`config.mk`:
```
export PLATFORM = sky130hd
export DESIGN_NAME = pipe_stage_reg_flat
export DESIGN_NICKNAME = d
export VERILOG_FILES = /design/src/rtl/pipe_stage_reg_if.sv /design/src/rtl/pipe_stage_reg.sv /design/src/flat_wrapper.sv
export SDC_FILE = /design/constraint.sdc
export NUM_CORES = 1
export LEC_CHECK = 0
export BUFFER_PORTS_ARGS = -buffer_cell sky130_fd_sc_hd__buf_2
export CAP_MARGIN = 20
export CORE_ASPECT_RATIO = 0.6
export CORE_UTILIZATION = 40
export DETAILED_ROUTE_END_ITERATION = 6
export PLACE_DENSITY_LB_ADDON = 0.12
export SLEW_MARGIN = 30
export SYNTH_ARGS = -nofsm -noshare
export SYNTH_HDL_FRONTEND = slang
export SYNTH_SLANG_ARGS = --single-unit
```
`constraint.sdc`:
```
create_clock -name CLK -period 2.5 [get_ports CLK]
set_input_delay 0.5 -clock CLK [delete_from_list [all_inputs] [get_ports CLK]]
set_output_delay 0.5 -clock CLK [all_outputs]
set_load 0.01 [all_outputs]
```
`src/rtl/pipe_stage_reg_if.sv`:
```
// pipe_stage_reg_if
//   Groups the handshake and payload signals of one pipe_stage_reg.
//   WIDTH  payload width in bits.
//   Signals:
//     FLUSH      synchronous squash request, upstream/control -> stage
//     IN_DATA    payload, upstream -> stage
//     IN_VALID   upstream offers IN_DATA
//     IN_READY   stage can accept (registered)
//     OUT_DATA   payload, stage -> downstream (registered)
//     OUT_VALID  OUT_DATA holds a live payload
//     OUT_READY  downstream consumes OUT_DATA this cycle
//     COUNT      occupancy (0, 1 or 2)
//   Modports:
//     master  the environment around the stage (drives inputs, observes outputs)
//     slave   the stage itself
interface pipe_stage_reg_if #(
  parameter int unsigned WIDTH = 32
);
  logic             FLUSH;
  logic [WIDTH-1:0] IN_DATA;
  logic             IN_VALID;
  logic             IN_READY;
  logic [WIDTH-1:0] OUT_DATA;
  logic             OUT_VALID;
  logic             OUT_READY;
  logic [1:0]       COUNT;

  modport master (
    output FLUSH, IN_DATA, IN_VALID, OUT_READY,
    input  IN_READY, OUT_DATA, OUT_VALID, COUNT
  );

  modport slave (
    input  FLUSH, IN_DATA, IN_VALID, OUT_READY,
    output IN_READY, OUT_DATA, OUT_VALID, COUNT
  );
endinterface

```
`src/rtl/pipe_stage_reg.sv`:
```
// pipe_stage_reg
//   Pipeline register between datapath stages with a valid/ready handshake
//   and a one-entry skid buffer. Sustains one transfer per cycle while the
//   downstream is ready; both the data path and the ready path are registered,
//   so there is no combinational path from IN_* to OUT_* or from OUT_READY to
//   IN_READY.
//   Parameters:
//     WIDTH        payload width in bits (>= 1), must match the interface
//     RESET_VALUE  value shown on OUT_DATA (and held in skid) after reset
//   Ports:
//     CLK    rising-edge clock
//     RESET  asynchronous, active-high; clears all state immediately
//     bus    pipe_stage_reg_if.slave: FLUSH, IN_DATA/IN_VALID/IN_READY,
//            OUT_DATA/OUT_VALID/OUT_READY, COUNT
module pipe_stage_reg #(
  parameter int unsigned      WIDTH       = 32,
  parameter logic [WIDTH-1:0] RESET_VALUE = '0
) (
  input  logic             CLK,
  input  logic             RESET,
  pipe_stage_reg_if.slave  bus
);

  typedef enum logic [1:0] {
    EMPTY = 2'd0,
    BUSY  = 2'd1,
    FULL  = 2'd2
  } state_t;

  state_t           state;
  logic [WIDTH-1:0] main_q;
  logic [WIDTH-1:0] skid_q;
  logic             in_ready_q;
  logic             out_valid_q;
  logic [1:0]       count_q;

  logic             in_xfer;
  logic             out_xfer;

  // Handshake qualifiers use only registered flags, keeping the ready path
  // free of any dependency on OUT_READY.
  always_comb begin
    in_xfer  = bus.IN_VALID & in_ready_q;
    out_xfer = out_valid_q & bus.OUT_READY;
  end

  // State and all visible flags are updated together so every output comes
  // straight from a flop. FLUSH leaves main/skid data untouched; the stale
  // contents are masked by OUT_VALID=0.
  always_ff @(posedge CLK or posedge RESET) begin
    if (RESET) begin
      state       <= EMPTY;
      main_q      <= RESET_VALUE;
      skid_q      <= RESET_VALUE;
      in_ready_q  <= 1'b1;
      out_valid_q <= 1'b0;
      count_q     <= 2'd0;
    end else if (bus.FLUSH) begin
      state       <= EMPTY;
      in_ready_q  <= 1'b1;
      out_valid_q <= 1'b0;
      count_q     <= 2'd0;
    end else begin
      unique case (state)
        EMPTY: begin
          if (in_xfer) begin
            main_q      <= bus.IN_DATA;
            state       <= BUSY;
            out_valid_q <= 1'b1;
            count_q     <= 2'd1;
          end
        end
        BUSY: begin
          if (in_xfer && out_xfer) begin
            main_q <= bus.IN_DATA;
          end else if (in_xfer) begin
            skid_q     <= bus.IN_DATA;
            state      <= FULL;
            in_ready_q <= 1'b0;
            count_q    <= 2'd2;
          end else if (out_xfer) begin
            state       <= EMPTY;
            out_valid_q <= 1'b0;
            count_q     <= 2'd0;
          end
        end
        FULL: begin
          // IN_READY is low here, so only the drain of main can happen.
          if (out_xfer) begin
            main_q     <= skid_q;
            state      <= BUSY;
            in_ready_q <= 1'b1;
            count_q    <= 2'd1;
          end
        end
        default: begin
          state       <= EMPTY;
          in_ready_q  <= 1'b1;
          out_valid_q <= 1'b0;
          count_q     <= 2'd0;
        end
      endcase
    end
  end

  assign bus.IN_READY  = in_ready_q;
  assign bus.OUT_VALID = out_valid_q;
  assign bus.OUT_DATA  = main_q;
  assign bus.COUNT     = count_q;

endmodule
```
`src/flat_wrapper.sv`:
```
// flat-port wrapper written by rule: the top's interface ports become plain ports
module pipe_stage_reg_flat 
#(
  parameter int unsigned      WIDTH       = 32,
  parameter logic [WIDTH-1:0] RESET_VALUE = '0
)
  (CLK, RESET, bus_FLUSH, bus_IN_DATA, bus_IN_VALID, bus_OUT_READY, bus_IN_READY, bus_OUT_DATA, bus_OUT_VALID, bus_COUNT);
  pipe_stage_reg_if #(.WIDTH(WIDTH)) bus_i ();
  input  logic CLK;
  input  logic RESET;
  input wire logic [$bits(bus_i.FLUSH)-1:0] bus_FLUSH;
  input wire logic [$bits(bus_i.IN_DATA)-1:0] bus_IN_DATA;
  input wire logic [$bits(bus_i.IN_VALID)-1:0] bus_IN_VALID;
  input wire logic [$bits(bus_i.OUT_READY)-1:0] bus_OUT_READY;
  output wire logic [$bits(bus_i.IN_READY)-1:0] bus_IN_READY;
  output wire logic [$bits(bus_i.OUT_DATA)-1:0] bus_OUT_DATA;
  output wire logic [$bits(bus_i.OUT_VALID)-1:0] bus_OUT_VALID;
  output wire logic [$bits(bus_i.COUNT)-1:0] bus_COUNT;
  assign bus_i.FLUSH = bus_FLUSH;
  assign bus_i.IN_DATA = bus_IN_DATA;
  assign bus_i.IN_VALID = bus_IN_VALID;
  assign bus_i.OUT_READY = bus_OUT_READY;
  assign bus_IN_READY = bus_i.IN_READY;
  assign bus_OUT_DATA = bus_i.OUT_DATA;
  assign bus_OUT_VALID = bus_i.OUT_VALID;
  assign bus_COUNT = bus_i.COUNT;
  pipe_stage_reg #(.WIDTH(WIDTH), .RESET_VALUE(RESET_VALUE)) u_core (.CLK(CLK), .RESET(RESET), .bus(bus_i));
endmodule
```
; ---- After elaboration in Yosys (flattened, before gate mapping)
; Index checks and enable logic that the tools add are counted.
[classes]
add_sub_neg = 0
n_mul = 0
div_mod_pow = 0
magnitude_cmp = 0
eq_ne = 14
n_shift = 0
muxes = 22
bitwise = 4
reduce_logical = 8
[op_table]
columns = op, count
row1 = $mux 32, 3
row2 = $pmux 32 s3, 1
row3 = $mux 2, 6
row4 = $ne 3x2->1 const B, 4
row5 = $reduce_and 4->1, 3
row6 = $reduce_and 5->1, 2
row7 = $mux 1, 9
row8 = $ne 2x1->1 const B, 3
row9 = $ne 3x3->1 const B, 2
row10 = $pmux 1 s3, 2
row11 = $pmux 2 s3, 1
row12 = $ne 2x2->1 const B, 2
row13 = $ne 4x2->1 const B, 1
row14 = $reduce_bool 3->1, 1
row15 = $and 1x1->1, 2
row16 = $eq 2x1->1 const B, 1
row17 = $eq 2x2->1 const B, 1
row18 = $logic_not 2->1, 1
row19 = $not 1->1, 2
row20 = $logic_and 1x1->1, 1
[word_totals]
regBits = 68
latchBits = 0
mem_bits_rw = 0
rom_bits = 0
out_inout_bits = 36
wordCells = 53
n_memories = 0

; ---- Depth between registers and ports, before layout
; Gate-level depths: netlist of the first run.
[logic_depth]
word_depth = 6
ltp_mapped = 5
depth_no_buf = 3

; ---- Worst setup path before layout of the first run
; OpenSTA, ideal clock, no wires.
[synth_path]
path_type = input port to flip-flop
start = input bus_FLUSH
end = register u_core.skid_q[0]
arrival_time_ns = 1.467
required_time_ns = 2.375
path_slack_ns = 0.908
stages = 5
n_path_buf = 2
cell_sequence = buf_2 -> a21oi_1 -> nand3_4 -> buf_6 -> mux2_4
[synth_via]
elab_chain_len = 2
[synth_rtl]
columns = item, line_no
row1 = from (decl), flat_wrapper.sv:11  ; input wire logic [$bits(bus_i.FLUSH)-1:0] bus_FLUSH;
row2 = $not 1->1 (no line), -
row3 = $reduce_and 4->1 (no line), -
row4 = to (signal assigned), pipe_stage_reg.sv:77  ; skid_q <= bus.IN_DATA;
row5 = to (decl), pipe_stage_reg.sv:32  ; logic [WIDTH-1:0] skid_q;
; Every way passes these cells.
; A chain may end at the register's enable or synchronous reset.

==> results of run 1 <==
## stage by stage
step / worst slack, ns / hold WS (ns) / util (%)
2_1_floorplan: 0.2901 / 0.4711 / -
3_3_place_gp: 0.6790 / 0.4819 / 48.18
3_5_place_dp: 0.6857 / 0.4864 / 48.18
4_1_cts: 0.5542 / 0.2381 / 52.09
5_1_grt: 0.4825 / 0.2583 / 52.09
6_report: 0.5759 / 0.2198 / 52.09
## kinds of logic after synthesis
family | Yosys count | synth area share, %
AO/OA/AOI/OAI | 107 | 20.79
buffers and inverters | 35 | 5.061
flip-flops | 68 | 49.20
multiplexers | 33 | 13.99
AND/OR/NAND/NOR | 45 | 10.95
## path summary, 6_finish.rpt
check                      depth (start not counted)                       to         startpoint
min reg2reg                                        1        u_core.skid_q[17]  u_core.skid_q[17]
max in group asynchronous                          3      u_core.bus.IN_READY              RESET
max reg2reg                                        4  u_core.bus.OUT_DATA[16]    u_core.state[0]
min in group CLK                                   2        u_core.skid_q[31]    bus_IN_DATA[31]
min                                                2         u_core.skid_q[0]              RESET
max                                                2             bus_COUNT[0]    u_core.state[0]
## registers in the layout (all words and copies together), names as in the netlist
name                  flops
u_core.bus.IN_READY       1
u_core.state              2
u_core.bus.OUT_VALID      1
u_core.skid_q            32
u_core.bus.OUT_DATA      32
## power groups by stage
stage	registers, mW	clock network (mW)	logic, mW
global placement	1.94	0	1.61
global route	2.02	1.45	1.80
finish	1.94	1.36	1.63
floorplan	2.01	0	1.02
CTS	1.94	1.39	1.65
detailed placement	1.95	0	1.65
## final cells by class
type                       count  area share (%)
inverter                       2          0.1772
timing repair buffer          86           11.58
clock inverter                 5           1.772
clock buffer                  11           5.729
tap                          108           3.190
sequential                    68           40.19
multi-input combinational    185           37.36
## worst max-delay path, stage by stage, from the launching register on
cell and delay [ns]:
dfrtp_1 0.66, buf_4 0.28, buf_2 0.15
## routing by layer
layer | up-vias | track usage (%) | routed length [um]
met4 | 0 | 6.911 | 103
met2 | 81 | 30.01 | 3513
met1 | 1314 | 31.55 | 4485
li1 | 1216 | - | -
met3 | 11 | 6.135 | 519
met5 | - | 0 | 0
## cell usage in the layout, fill, tap and decap left out, drive strengths merged, types with 3 or more instances in the layout
cell type,n
nand2,3
clkinv,3
a211oi,32
and3b,35
buf,86
dfrtp,67
a21oi,34
a22oi,32
a21o,3
clkbuf,11
mux2,33
==> impl_metrics.ini, run 1 <==
[place]
io_buffers = 72
post-place-cells = 449
gp_congestion = 0.7280
dpl_cell_area_mm2 = 0.003919
dp_hpwl_um = 5475

[power]
fin_total_pwr_mw = 4.933
max-vdd-ir-drop_v = 0.0005917
p_sw_mw = 1.517
p_int_mw = 3.415
power_density_mw_per_mm2 = 1164
sw_frac_of_total_pct = 30.76
p_clk_share_pct = 27.6
power_leakage_nw = 2.062
pwr-share-comb_pct = 33.0
seqPwrFrac_pct = 39.4

[synth]
syn_area_per_cell_um2 = 12.02
ys_ff_latch = 68
yosysMostFrequentCell = dfrtp_1
synth_area_leaders = dfrtp_1 (48%), mux2_4 (13%), and3b_1 (8.9%)
yosysTopAreaCell = dfrtp_1
synth.top_cells.by_count = dfrtp_1 (67), and3b_1 (35), a21oi_1 (34)
synth-edff-count = 0
synth.cell_area_mm2 = 0.003461
yosysSeqAreaShare_pct = 49.20
yosys.cell_types.count = 29
ys_warn_count = 0
synth.net_count = 325
async_flop_share_pct = 100.0
synthCells = 288
synth_top_area_share_pct = 48.45
synth_flop_cell = dfrtp_1

[final_layout]
layout-drive-gt1-share_pct = 38.94
final_cell_count_no_fill = 465
area_growth_syn_to_layout_pct = 22.41
stdcell_area_mm2 = 0.004237
antenna_cells = 0
num-fill-cells = 749
multi_input_area_mm2 = 0.001583
area.sequential_mm2 = 0.001703
nNetsFinal = 389

[floorplanning]
initial_core_util_pct = 42.55
num_rows = 25
ios = 73
core_mm2 = 0.008133
floorplan.die.width_um = 122.1
die-height_um = 74.05
dieArea_mm2 = 0.009040

[sta]
slew_viol_final = 0
fin_crit_ns = 1.924
setup_viol = 0
period_share_pct = 76.96
max_freq_mhz = 519.7
tightest_slew_ns = 0.5664
skew_ns = 0.007277
setup_tns_ns = 0
relSlewSlack_pct = 62.18
hold_viol = 0
rsz0062_at_grt = false

[route]
drc = 0
drt_iter0_drc = 220
vias = 2622
drt_wl_total_um = 8621
wl_per_cell_um = 18.54
detail-route-antenna-nets = 0
first_pass_iters = 4
viasPerCell = 5.639

[global_route]
grt.total_usage_pct = 21.39
antenna_found_initial = 0
first_global_vias = 2637
grt_pass1_wl_um = 14330
overflow = 0
grt_max_degree = 45

[hold_path]
hold_path_class = input pin to async pin

[setup_path]
start_kind = register
end_kind = primary output
cp.required_ns = 2.00
crit_fanout = 16
path_class = register to primary output
r2r_slack_ns = 0.67
crit_arrival_ns = 1.42

[clocking]
clock_latency_ns = 0.34
holdBufCountCts = 0
cts_resized = 0
postCtsSetupRepairBufs = 0
cts_buffer_depth = 2
cts-root-buf = clkbuf_16
clkTransAtPathRegs_ns = 0.06
cts_made_buffers = 9
cts_tree = done
htreeDepth = 3
numClockSinks = 68

[job]
maxCapViolCount = 0

[outcome]
outcome = completed
(Power assumes the default switching activity.)
==> inputs of run 2 (changes only) <==
- ABC_AREA: not set -> 1
- clock period: 2.5 -> 1.6 ns (I/O delays scaled with it)
==> run 2 against run 1 <==
Non-clock buffer count down 1. Die area fell by 7.5%. Largest power group unchanged. Cell count up 23%. Worst hold slack lost 0.13 ns. Count of clock-buffer cells in the layout increased by 2. Critical path type is now register to register. Critical path depth grew 4.
==> impl_metrics.ini, run 2 <==
[power]
max-vdd-ir-drop_v = 0.0008364
power_density_mw_per_mm2 = 1829
power_leakage_nw = 2.163

[final_layout]
layout-drive-gt1-share_pct = 25.48
nNetsFinal = 501
layout_commonest_cell = nand2_1
layout_common_cells = nand2_1 (134), buf_2 (72), dfrtp_1 (67), o21ai_0 (44), inv_1 (35)
num-fill-cells = 735
multi_input_area_mm2 = 0.001171
final_core_util_pct = 52.90
antenna_cells = 0
area.sequential_mm2 = 0.001703
area_growth_syn_to_layout_pct = 24.23

[setup_path]
path_class = register to register
r2r-start = u_core.bus.IN_READY
crit_arrival_ns = 1.65
r2r-end = u_core.skid_q[26]
crit_fanout = 44
rr_worst_depth = 6
start_kind = register
endpoint = u_core.skid_q[26]
end_kind = register
r2r_slack_ns = 0.14
cp.required_ns = 1.79
cp-startpoint = u_core.bus.IN_READY

[synth]
yosysSeqAreaShare_pct = 53.27
synthCells = 390
synth.cell_area_mm2 = 0.003197
ys_ff_latch = 68
synth_top_area_share_pct = 52.45
yosysTopAreaCell = dfrtp_1
synth.net_count = 427
synth-edff-count = 0
yosysMostFrequentCell = nand2_1
yosys.cell_types.count = 20
ys_warn_count = 0
syn_area_per_cell_um2 = 8.197
synth_flop_cell = dfrtp_1
synth_area_leaders = dfrtp_1 (52%), nand2_1 (16%), o21ai_0 (6.9%)
async_flop_share_pct = 100.0
synth.top_cells.by_count = nand2_1 (134), dfrtp_1 (67), o21ai_0 (44)

[route]
wl_per_cell_um = 12.30
drc = 0
drt_iter0_drc = 145
viasPerCell = 4.615
detail-route-antenna-nets = 0
first_pass_iters = 4
vias = 2635
drt_wl_total_um = 7023

[sta]
slew_viol_final = 0
hold_viol = 0
skew_ns = 0.005426
rsz0062_at_grt = false
fin_crit_ns = 1.461
relSlewSlack_pct = 72.30
max_freq_mhz = 684.5
setup_tns_ns = 0
setup_viol = 0
tightest_slew_ns = 0.4154
period_share_pct = 91.31

[clocking]
cts_buffer_depth = 2
holdBufCountCts = 0
numClockSinks = 68
cts_made_buffers = 9
htreeDepth = 3
clkTransAtPathRegs_ns = 0.05
cts-root-buf = clkbuf_16
cts_tree = done
clock_latency_ns = 0.33

[global_route]
overflow = 0
grt_max_degree = 69
grt_pass1_wl_um = 12220
grt.total_usage_pct = 19.09
first_global_vias = 2610
antenna_found_initial = 0

[place]
dp_hpwl_um = 4731
io_buffers = 72
gp_congestion = 0.8172

[floorplanning]
floorplan.die.width_um = 117.4
num_rows = 24
dieArea_mm2 = 0.008365
initial_core_util_pct = 42.58
core_mm2 = 0.007507
ios = 73
die-height_um = 71.25

[outcome]
outcome = completed

[hold_path]
hold_path_class = input pin to async pin

[job]
maxCapViolCount = 0
==> run 2: cell types whose count changed after synthesis, sizes merged, moves of 15 or more <==
cell / previous run / this run
inv: 2 / 40
nand2: 3 / 136
nand3: 1 / 35
mux2: 33 / 0
and3b: 35 / 0
clkbuf: 16 / 1
a22oi: 32 / 0
a21oi: 34 / 10
a211oi: 32 / 0
o21ai: 1 / 62
nor2: 1 / 17
==> run 2: how the worst min path moves through the flow <==
stage                             from                      end  slack [ns]  cells past startpoint
6_report                         RESET  u_core.bus.OUT_DATA[26]        0.09                      3
5_1_grt                          RESET  u_core.bus.OUT_DATA[27]        0.12                      3
4_1_cts                          RESET  u_core.bus.OUT_DATA[26]        0.10                      3
3_5_place_dp   u_core.bus.OUT_DATA[24]  u_core.bus.OUT_DATA[24]        0.45                      2
3_3_place_gp                     RESET  u_core.bus.OUT_DATA[24]        0.45                      3
2_1_floorplan        u_core.skid_q[18]        u_core.skid_q[18]        0.45                      2
==> run 2: metrics by stage <==
stage / hold WS [ns] / cell area (um^2) / std cells / power (mW) / setup slack [ns]
after floorplan: 0.4534 / 3201 / 390 / 4.445 / 0.1898
after global placement: 0.4508 / 3654 / 557 / 5.219 / 0.08189
after detailed placement: 0.4530 / 3654 / 557 / 5.273 / 0.09197
after CTS: 0.1050 / 3964 / 571 / 7.362 / 0.03215
after global routing: 0.1203 / 3971 / 571 / 7.835 / 0.02773
final: 0.09009 / 3971 / 571 / 7.264 / 0.1390
==> run 2: routing by layer <==
layer  global-route usage (%)  wire length [um]
met1                    25.50              3581
met2                    28.73              2920
met3                    6.608               485
met4                    7.504                36
met5                        0                 0
==> run 2: logic make-up after synthesis <==
kind of cell    Yosys count  share of synthesized area (%)
buf+inv                  62                          10.33
simple gates            188                          24.07
compound gates           72                          12.33
flops                    68                          53.27
==> run 2: area by class of cell <==
| cell class | instances | share of cell area [%] |
|---|---|---|
| clock buffers | 13 | 7.057 |
| clock inverters | 1 | 0.7561 |
| inverters | 40 | 3.875 |
| multi-input cells | 260 | 29.49 |
| flip-flops and latches | 68 | 42.88 |
| well taps | 104 | 3.277 |
| repair buffers | 85 | 12.67 |
==> run 2: worst max-delay path, cell delays in order, from the launching register on <==
cell     delay [ns]
dfstp_2        0.53
nand2_1        0.10
inv_2          0.12
nand3_2        0.11
buf_4          0.28
nand2_1        0.10
o21ai_0        0.08
==> run 2: report_power, final <==
| part | total, mW | internal [mW] | switching, mW |
|---|---|---|---|
| clock | 2.05 | 1.36 | 0.691 |
| sequential | 2.93 | 2.52 | 0.410 |
| combinational | 2.28 | 0.917 | 1.37 |
==> run 2: timing repair <==
| item | CTS | global route |
|---|---|---|
| buffers inserted | 0 | 0 |
| gates resized for setup | 0 | 3 |
| endpoints found under the setup margin | 0 | 41 |
